--- src/rtl/demux_1_to_6_sched_if.sv ---
// demux_1_to_6_sched_if: word-stream and demux-side signal bundle for the
// 1-to-6 demux sequencer. The slave modport is the sequencer's view; the
// master modport is the view of whatever drives the sequencer.
// Optional macro DEMUX_SCHED_LANE_MASK_EN adds the per-frame lane_mask input.
`timescale 1ns/1ps
interface demux_1_to_6_sched_if #(
   parameter int DATA_W    = 5,
   parameter int NUM_LANES = 6,
   parameter int SEL_W     = 3
);
   logic                 start;
   logic [DATA_W-1:0]    in_data;
   logic                 in_valid;
   logic                 in_ready;
   logic [DATA_W-1:0]    dm_din;
   logic [SEL_W-1:0]     dm_sel;
   logic [NUM_LANES-1:0] lane_valid;
   logic [NUM_LANES-1:0] lane_ready;
   logic                 busy;
   logic                 done;
`ifdef DEMUX_SCHED_LANE_MASK_EN
   logic [NUM_LANES-1:0] lane_mask;
`endif

   modport slave (
      input  start, in_data, in_valid, lane_ready,
`ifdef DEMUX_SCHED_LANE_MASK_EN
      input  lane_mask,
`endif
      output in_ready, dm_din, dm_sel, lane_valid, busy, done
   );

   modport master (
      output start, in_data, in_valid, lane_ready,
`ifdef DEMUX_SCHED_LANE_MASK_EN
      output lane_mask,
`endif
      input  in_ready, dm_din, dm_sel, lane_valid, busy, done
   );
endinterface

--- src/rtl/demux_1_to_6_sched.sv ---
// demux_1_to_6_sched: sequences a valid/ready word stream onto the 1-to-6
// demux. Each frame delivers BURST_LEN words to each served lane in ascending
// lane order through a single registered output stage (dm_din/dm_sel/lane_valid).
// Optional macro DEMUX_SCHED_LANE_MASK_EN: lane_mask sampled at start skips lanes;
// an all-masked frame goes straight from IDLE to DONE without taking input.
`timescale 1ns/1ps
module demux_1_to_6_sched #(
   parameter int DATA_W    = 5,
   parameter int NUM_LANES = 6,
   parameter int BURST_LEN = 9,
   parameter int SEL_W     = 3
) (
   input logic                 clk,
   input logic                 rst_n,
   demux_1_to_6_sched_if.slave bus
);

   typedef enum logic [1:0] {
      ST_IDLE = 2'd0,
      ST_RUN  = 2'd1,
      ST_DONE = 2'd2
   } state_t;

   localparam logic [7:0] LAST_CNT = 8'(BURST_LEN - 1);

   state_t               state_r;
   logic [SEL_W-1:0]     lane_r;
   logic [7:0]           cnt_r;
   logic                 final_r;
   logic [DATA_W-1:0]    din_r;
   logic [SEL_W-1:0]     sel_r;
   logic [NUM_LANES-1:0] lv_r;
   logic                 busy_r;
   logic                 done_r;

   logic [NUM_LANES-1:0] start_mask_s;
   logic [NUM_LANES-1:0] run_mask_s;
   logic [SEL_W:0]       first_s;
   logic [SEL_W:0]       next_s;
   logic                 in_ready_s;
   logic                 accept_s;
   logic                 xfer_s;

`ifdef DEMUX_SCHED_LANE_MASK_EN
   logic [NUM_LANES-1:0] mask_r;
   assign start_mask_s = bus.lane_mask;
   assign run_mask_s   = mask_r;
`else
   assign start_mask_s = {NUM_LANES{1'b0}};
   assign run_mask_s   = {NUM_LANES{1'b0}};
`endif

   // Lowest unmasked lane strictly above cur; MSB of the result flags "found".
   function automatic logic [SEL_W:0] next_lane(input logic [NUM_LANES-1:0] mask,
                                                 input int cur);
      logic [SEL_W:0] res;
      res = {(SEL_W+1){1'b0}};
      for (int k = NUM_LANES - 1; k >= 0; k--) begin
         if ((k > cur) && !mask[k]) begin
            res = {1'b1, SEL_W'(k)};
         end else begin
            res = res;
         end
      end
      return res;
   endfunction

   // Handshake decode: in_ready follows lane_ready of the held word combinationally.
   always_comb begin
      xfer_s     = 1'b0;
      in_ready_s = 1'b0;
      accept_s   = 1'b0;
      first_s    = {(SEL_W+1){1'b0}};
      next_s     = {(SEL_W+1){1'b0}};
      xfer_s     = (lv_r != {NUM_LANES{1'b0}}) && bus.lane_ready[sel_r];
      in_ready_s = (state_r == ST_RUN) && !final_r &&
                   ((lv_r == {NUM_LANES{1'b0}}) || bus.lane_ready[sel_r]);
      accept_s   = bus.in_valid && in_ready_s;
      first_s    = next_lane(start_mask_s, -32'sd1);
      next_s     = next_lane(run_mask_s, int'(lane_r));
   end

   // Frame FSM together with the registered demux output stage and status flags.
   always_ff @(posedge clk or negedge rst_n) begin
      if (!rst_n) begin
         state_r <= ST_IDLE;
         lane_r  <= {SEL_W{1'b0}};
         cnt_r   <= 8'd0;
         final_r <= 1'b0;
         din_r   <= {DATA_W{1'b0}};
         sel_r   <= {SEL_W{1'b0}};
         lv_r    <= {NUM_LANES{1'b0}};
         busy_r  <= 1'b0;
         done_r  <= 1'b0;
`ifdef DEMUX_SCHED_LANE_MASK_EN
         mask_r  <= {NUM_LANES{1'b0}};
`endif
      end else begin
         case (state_r)
            ST_IDLE: begin
               done_r <= 1'b0;
               if (bus.start) begin
                  busy_r  <= 1'b1;
                  cnt_r   <= 8'd0;
                  final_r <= 1'b0;
`ifdef DEMUX_SCHED_LANE_MASK_EN
                  mask_r  <= bus.lane_mask;
`endif
                  if (first_s[SEL_W]) begin
                     state_r <= ST_RUN;
                     lane_r  <= first_s[SEL_W-1:0];
                  end else begin
                     // Nothing to serve: skip RUN entirely.
                     state_r <= ST_DONE;
                     lane_r  <= {SEL_W{1'b0}};
                  end
               end else begin
                  state_r <= ST_IDLE;
               end
            end

            ST_RUN: begin
               if (accept_s) begin
                  din_r <= bus.in_data;
                  sel_r <= lane_r;
                  lv_r  <= {{(NUM_LANES-1){1'b0}}, 1'b1} << lane_r;
                  if (cnt_r == LAST_CNT) begin
                     cnt_r <= 8'd0;
                     if (next_s[SEL_W]) begin
                        lane_r <= next_s[SEL_W-1:0];
                     end else begin
                        // Last word of the last served lane: stop accepting.
                        final_r <= 1'b1;
                     end
                  end else begin
                     cnt_r <= cnt_r + 8'd1;
                  end
               end else if (xfer_s) begin
                  lv_r <= {NUM_LANES{1'b0}};
                  if (final_r) begin
                     state_r <= ST_DONE;
                     done_r  <= 1'b1;
                     busy_r  <= 1'b0;
                  end else begin
                     state_r <= ST_RUN;
                  end
               end else begin
                  // Held word waits for its lane.
                  state_r <= ST_RUN;
               end
            end

            ST_DONE: begin
               if (done_r) begin
                  done_r  <= 1'b0;
                  state_r <= ST_IDLE;
                  final_r <= 1'b0;
                  lane_r  <= {SEL_W{1'b0}};
               end else begin
                  // Entered directly from IDLE: spend one busy cycle, then pulse done.
                  done_r <= 1'b1;
                  busy_r <= 1'b0;
               end
            end

            default: begin
               state_r <= ST_IDLE;
            end
         endcase
      end
   end

   assign bus.in_ready   = in_ready_s;
   assign bus.dm_din     = din_r;
   assign bus.dm_sel     = sel_r;
   assign bus.lane_valid = lv_r;
   assign bus.busy       = busy_r;
   assign bus.done       = done_r;

endmodule
--- src/flat_wrapper.sv ---
// flat-port wrapper written by rule: the top's interface ports become plain ports
module demux_1_to_6_sched_flat 
#(
   parameter int DATA_W    = 5,
   parameter int NUM_LANES = 6,
   parameter int BURST_LEN = 9,
   parameter int SEL_W     = 3
)
  (clk, rst_n, bus_start, bus_in_data, bus_in_valid, bus_lane_ready, bus_in_ready, bus_dm_din, bus_dm_sel, bus_lane_valid, bus_busy, bus_done);
  demux_1_to_6_sched_if #(.DATA_W(DATA_W), .NUM_LANES(NUM_LANES), .SEL_W(SEL_W)) bus_i ();
  input logic clk;
  input logic rst_n;
  input wire logic [$bits(bus_i.start)-1:0] bus_start;
  input wire logic [$bits(bus_i.in_data)-1:0] bus_in_data;
  input wire logic [$bits(bus_i.in_valid)-1:0] bus_in_valid;
  input wire logic [$bits(bus_i.lane_ready)-1:0] bus_lane_ready;
  output wire logic [$bits(bus_i.in_ready)-1:0] bus_in_ready;
  output wire logic [$bits(bus_i.dm_din)-1:0] bus_dm_din;
  output wire logic [$bits(bus_i.dm_sel)-1:0] bus_dm_sel;
  output wire logic [$bits(bus_i.lane_valid)-1:0] bus_lane_valid;
  output wire logic [$bits(bus_i.busy)-1:0] bus_busy;
  output wire logic [$bits(bus_i.done)-1:0] bus_done;
  assign bus_i.start = bus_start;
  assign bus_i.in_data = bus_in_data;
  assign bus_i.in_valid = bus_in_valid;
  assign bus_i.lane_ready = bus_lane_ready;
  assign bus_in_ready = bus_i.in_ready;
  assign bus_dm_din = bus_i.dm_din;
  assign bus_dm_sel = bus_i.dm_sel;
  assign bus_lane_valid = bus_i.lane_valid;
  assign bus_busy = bus_i.busy;
  assign bus_done = bus_i.done;
  demux_1_to_6_sched #(.DATA_W(DATA_W), .NUM_LANES(NUM_LANES), .BURST_LEN(BURST_LEN), .SEL_W(SEL_W)) u_core (.clk(clk), .rst_n(rst_n), .bus(bus_i));
endmodule
--- config.mk ---
export PLATFORM = sky130hd
export DESIGN_NAME = demux_1_to_6_sched_flat
export DESIGN_NICKNAME = d
export VERILOG_FILES = /design/src/rtl/demux_1_to_6_sched_if.sv /design/src/rtl/demux_1_to_6_sched.sv /design/src/flat_wrapper.sv
export SDC_FILE = /design/constraint.sdc
export NUM_CORES = 1
export LEC_CHECK = 0
export ABC_AREA = 1
export CAP_MARGIN = 20
export CELL_PAD_IN_SITES_DETAIL_PLACEMENT = 1
export CELL_PAD_IN_SITES_GLOBAL_PLACEMENT = 2
export CORE_ASPECT_RATIO = 0.6
export CORE_MARGIN = 2
export CORE_UTILIZATION = 31
export DETAILED_ROUTE_END_ITERATION = 10
export HOLD_SLACK_MARGIN = 0.12
export MAX_ROUTING_LAYER = met4
export PLACE_DENSITY = 0.89
export SLEW_MARGIN = 20
export SYNTH_ARGS = -nofsm -noshare
export SYNTH_HDL_FRONTEND = slang
export SYNTH_SLANG_ARGS = --single-unit
--- constraint.sdc ---
create_clock -name clk -period 5 [get_ports clk]
set_input_delay 0.5 -clock clk [delete_from_list [all_inputs] [get_ports clk]]
set_output_delay 0.5 -clock clk [all_outputs]
set_load 0.005 [all_outputs]
-- After elaboration in Yosys (flattened, before gate mapping)
Cells that the tools add are included.
- word-level logic and storage cells: 92
- bits of input ports: 15
- output and inout bits: 17
- register bits after elaboration: 30
- shifts and indexed selects: 1
- muxes and demuxes: 42
- reductions and logical operators: 20
- add/sub/neg operators: 1
- order comparisons: 6
- equality and inequality tests: 13
- operators with widths (kind ; count):
    2-to-1 mux 8 bit ; 3
    2-to-1 mux 4 bit ; 5
    AND reduction 6 bit ; 3
    2-to-1 mux 1 bit ; 16
    case mux 8 bit (2 select lines) ; 1
    2-to-1 mux 3 bit ; 5
    2-to-1 mux 6 bit ; 2
    inequality test 2 x 1 -> 1 bit, second input constant ; 5
    inequality test 2 bit, second input constant ; 5
    case mux 1 bit (3 select lines) ; 3
    case mux 3 bit (3 select lines) ; 1
    adder 8 x 1 -> 8 bit, second input constant ; 1
    equality test 8 x 4 -> 1 bit, second input constant ; 1
    2-to-1 mux 2 bit ; 4
    greater-than comparator 2 x 3 -> 1 bit, first input constant ; 2
    greater-than comparator 3 bit, first input constant ; 2
    zero test 6 bit ; 1
    case mux 2 bit (3 select lines) ; 1
    AND reduction 2 bit ; 3
    nonzero test 6 bit ; 1
    << shifter 1 x 3 -> 6 bit, first input constant ; 1
    logical AND 1 bit ; 4
    < comparator 3 x 4 -> 1 bit, second input constant ; 1
    AND reduction 4 bit ; 1
    other kinds (10) ; 11

-- Depth between registers and ports, before layout
- word-level depth: 10
- depth in mapped cells: 12
- depth with buffers taken out: 11

-- Worst setup path after synthesis
OpenSTA, ideal clock, no wires.
- path type: reg-to-reg
- from: reg u_core.state_r[1]
- to: reg u_core.cnt_r[5]
- buffers on the path: 1
- period minus slack after synthesis: 1.637 ns
- library setup time: 0.118 ns
- arrival time: 1.519 ns
- slack: 3.363 ns
- data required time: 4.882 ns
- cell stages (with the launch flop): 11
- cells stage by stage: dfrtp_1 -> inv_1 -> ha_1 -> inv_1 -> nor2_1 -> nand3_4 -> nand2_2 -> nand2_4 -> buf_6 -> nand2_1 -> o21ai_2
- word-level cells in the longest chain between the ends: 6
- elaborated cells on any way between the ends: 10
- classes of those cells: 3 x eq/ne; 1 x mux; 6 x reduce/logical
- ends and longest elaborated chain (item ; line ; source):
    start, declared ; demux_1_to_6_sched.sv:26 ; state_t state_r;
    start signal, assigned ; demux_1_to_6_sched.sv:86 ; state_r <= ST_IDLE;
    start signal, assigned ; demux_1_to_6_sched.sv:110 ; state_r <= ST_RUN;
    start signal, assigned ; demux_1_to_6_sched.sv:114 ; state_r <= ST_DONE;
    equality test 2 x 1 -> 1 bit ; demux_1_to_6_sched.sv:76, demux_1_to_6_sched.sv:99 ;
    logical AND 1 bit (2 in a row) ; demux_1_to_6_sched.sv:76 ; in_ready_s = (state_r == ST_RUN) && !final_r &&
    logical AND 1 bit ; demux_1_to_6_sched.sv:78 ; accept_s = bus.in_valid && in_ready_s;
    inequality test 2 x 1 -> 1 bit (no source line) ; - ;
    AND reduction 3 bit (no source line) ; - ;
    end signal, assigned ; demux_1_to_6_sched.sv:136 ; cnt_r <= cnt_r + 8'd1;
    end, declared ; demux_1_to_6_sched.sv:28 ; logic [7:0] cnt_r;
Parallel ways exist; a longest one is shown, timed or not.
A chain may end at the register's enable or synchronous reset.

-- Worst setup path after layout
- from: reg u_core.state_r[1]
- to: out bus_in_ready
- word-level cells in the longest chain between the ends: 3
- ends and longest elaborated chain (item ; line ; source):
    equality test 2 x 1 -> 1 bit ; demux_1_to_6_sched.sv:76 ;
    logical AND 1 bit (2 in a row) ; demux_1_to_6_sched.sv:76 ;
    end, declared ; flat_wrapper.sv:17 ; output wire logic [$bits(bus_i.in_ready)-1:0] bus_in_ready;
No other way between the ends.

==> flow_metrics.py <==
metrics = {
    "run": {
        "max_cap_viol_count": 0,
    },
    "final_layout": {
        "layout.nets": 277,
        "drive_above_1_share_pct": 9.73,
        "area_growth_pct": 28.4,
        "diodes": 0,
        "final_common_cell": "nand2_1",
        "final_cell_mix": "83 x nand2_1, 31 x clkdlybuf4s50_1, 30 x dfrtp_1, 24 x inv_1",
    },
    "cts": {
        "clockRootBuffer": "clkbuf_8",
        "cts_buffers": 5,
        "cts_sinks": 30,
        "clk_latency_ps": 290,
        "cts_resized": 0,
        "holdBufCountCts": 0,
        "cts_buffer_depth": 2,
        "clk_pin_slew_worst_paths_ps": 70,
        "htreeDepth": 2,
        "cts_setup_buffers": 0,
        "cts_tree": "built",
    },
    "logic_synthesis": {
        "syn_inst": 220,
        "syn-cell-area_um2": 1680,
        "syn_nets": 241,
        "synth_area_per_cell_um2": 7.62,
        "synth-seq-cells": 30,
        "ys_seq_area_share_pct": 44.8,
        "ys_types": 24,
        "yosysWarnings": 0,
    },
    "detailed_routing": {
        "drc": 0,
        "via_count": 1511,
        "post_drt_wl_per_cell_um": 13.3,
        "ant_nets": 0,
        "viasPerCell": 4.68,
        "drt-initial-drc-count": 51,
        "wl_um": 4300,
        "drt-pass1-iter-count": 4,
    },
    "setup_path": {
        "critical_path_class": "flop to output port",
        "cp_max_fo": 14,
        "end_kind": "output port",
        "critPathRequiredTime_ps": 4500,
        "start_kind": "flop",
        "crit_arrival_ps": 2430,
    },
    "global_routing": {
        "antenna_found_initial": 0,
        "met1_usage_pct": 24.9,
        "grt.total_usage_pct": 16.6,
        "busiest_layer": "met1",
        "grt_pass1_vias": 1552,
        "gr-usage-met2_pct": 21.8,
        "grt_overflow_total": 0,
        "grt_max_degree": 31,
        "met3_usage_pct": 3.92,
        "grt_pass1_wl_um": 7450,
    },
    "floorplanning": {
        "fp.dieH_um": 61.0,
        "pin_count": 32,
        "die_w_um": 98.9,
        "initial_utilization_pct": 32.7,
        "coreArea_um2": 5130,
        "dieArea_um2": 6030,
        "num_rows": 20,
    },
    "power_and_ir_drop": {
        "leakagePower_uw": 0.00104,
        "power_density_nw_per_um2": 607,
        "ir_worst_vdd_uv": 200,
    },
    "sta": {
        "fin_ws_ps": 2070,
        "setup_tns_ps": 0,
        "finalCriticalPeriod_ps": 2930,
        "fin_skew_ps": 7.35,
        "setup_viol": 0,
        "hold_violations": 0,
        "rsz0062_at_grt": "no",
        "max_slew_margin_pct": 65.1,
        "slew_violations": 0,
        "timing.fmax_mhz": 341,
        "worst_pin_slew_ps": 524,
        "post-route-period-util_pct": 58.6,
    },
    "status": {
        "status": "finished clean",
    },
    "hold_path": {
        "hp-class": "flop to flop",
    },
    "placement": {
        "routabilityCongestion": 0.738,
        "numPortBuffers": 31,
        "dp_hpwl_um": 3290,
        "dpl_worst_slack_ps": 2370,
    },
}
[power breakdown]
group	total [uW]	switching (uW)	internal [uW]
logic	666	397	269
clock network	211	100	111
registers	429	90.4	339
total	1310	587	719
[flip-flops by register name, indices dropped and copies added (netlist names)]
| register | count |
|---|---|
| u_core.bus.busy | 1 |
| u_core.bus.dm_din | 5 |
| u_core.bus.dm_sel | 3 |
| u_core.bus.done | 1 |
| u_core.bus.lane_valid | 6 |
| u_core.cnt_r | 8 |
| u_core.final_r | 1 |
| u_core.lane_r | 3 |
| u_core.state_r | 2 |
[per-stage QoR]
step	hold slack, ps	instances	total power [uW]	util [%]	cell area [um^2]
global route	532	323	1440	42.0	2150
CTS	492	323	1320	42.0	2150
finish	491	323	1310	42.0	2150
global placement	465	315	1090	40.1	2060
floorplan	204	220	846	-	1680
detailed placement	472	315	1100	40.1	2060
[final timing paths]
check | slack [ps] | start | cells past startpoint | endpoint
worst min-delay path | 490 | u_core.bus.dm_din[0]$_DFFE_PN0P_ | 2 | u_core.bus.dm_din[0]$_DFFE_PN0P_
max in group asynchronous | 4090 | rst_n | 2 | u_core.bus.dm_din[3]$_DFFE_PN0P_
min in group asynchronous | 600 | rst_n | 2 | u_core.cnt_r[6]$_DFFE_PN0P_
worst min register to register | 490 | u_core.bus.dm_din[0]$_DFFE_PN0P_ | 2 | u_core.bus.dm_din[0]$_DFFE_PN0P_
worst max register to register | 2650 | u_core.state_r[1]$_DFFE_PN0P_ | 9 | u_core.bus.lane_valid[2]$_DFFE_PN0P_
worst max-delay path | 2070 | u_core.state_r[1]$_DFFE_PN0P_ | 7 | bus_in_ready
[cell usage after synthesis (all sizes together)]
cell	instances	area [um^2]
nand4	3	18.8
nand3	18	108
nor3	3	15.0
a21oi	1	5.00
dfrtp	30	751
ha	6	75.1
inv	26	97.6
clkbuf	1	3.75
a211oi	1	7.51
nand3b	2	15.0
o21ai	22	144
buf	2	16.3
nand2	86	335
nor2	16	60.1
xor2	2	17.5
o21bai	1	7.51
[area by class of cell]
| cell class | instances | area (um^2) |
|---|---|---|
| inverter | 26 | 97.6 |
| timing repair buffer | 32 | 318 |
| clock inverter | 2 | 12.5 |
| clock buffer | 6 | 82.6 |
| multi-input combinational | 161 | 808 |
| sequential | 30 | 751 |
| tap | 66 | 82.6 |
| fill | 629 | 2980 |
[logic make-up (layout without fill, tap and decap cells)]
kind of cell | Yosys count | after routing | synth area share, %
adders and majority gates | 6 | 6 | 4.48
AOI/OAI and AO/OA | 25 | 25 | 9.78
xor gates and xnor gates | 2 | 2 | 1.04
buffers and inverters | 29 | 66 | 7.01
DFF | 30 | 30 | 44.8
and+or+nand+nor | 128 | 128 | 32.9
[per-layer routing]
metal / part of all wire, % / wire length [um] / vias to the layer above
met1: 58 / 2500 / 710
li1: - / - / 766
met5: 0 / 0 / -
met4: 1.0 / 43 / 0
met2: 37 / 1580 / 30
met3: 4.2 / 180 / 5
[worst max-delay path: stages (launching register included)]
cell and delay (ps):
dfrtp_1 400, inv_1 100, ha_1 490, inv_1 250
nor2_1 260, nand2_1 90, inv_1 50, clkdlybuf4s50_1 480
Power figures use the tool's default switching activity.
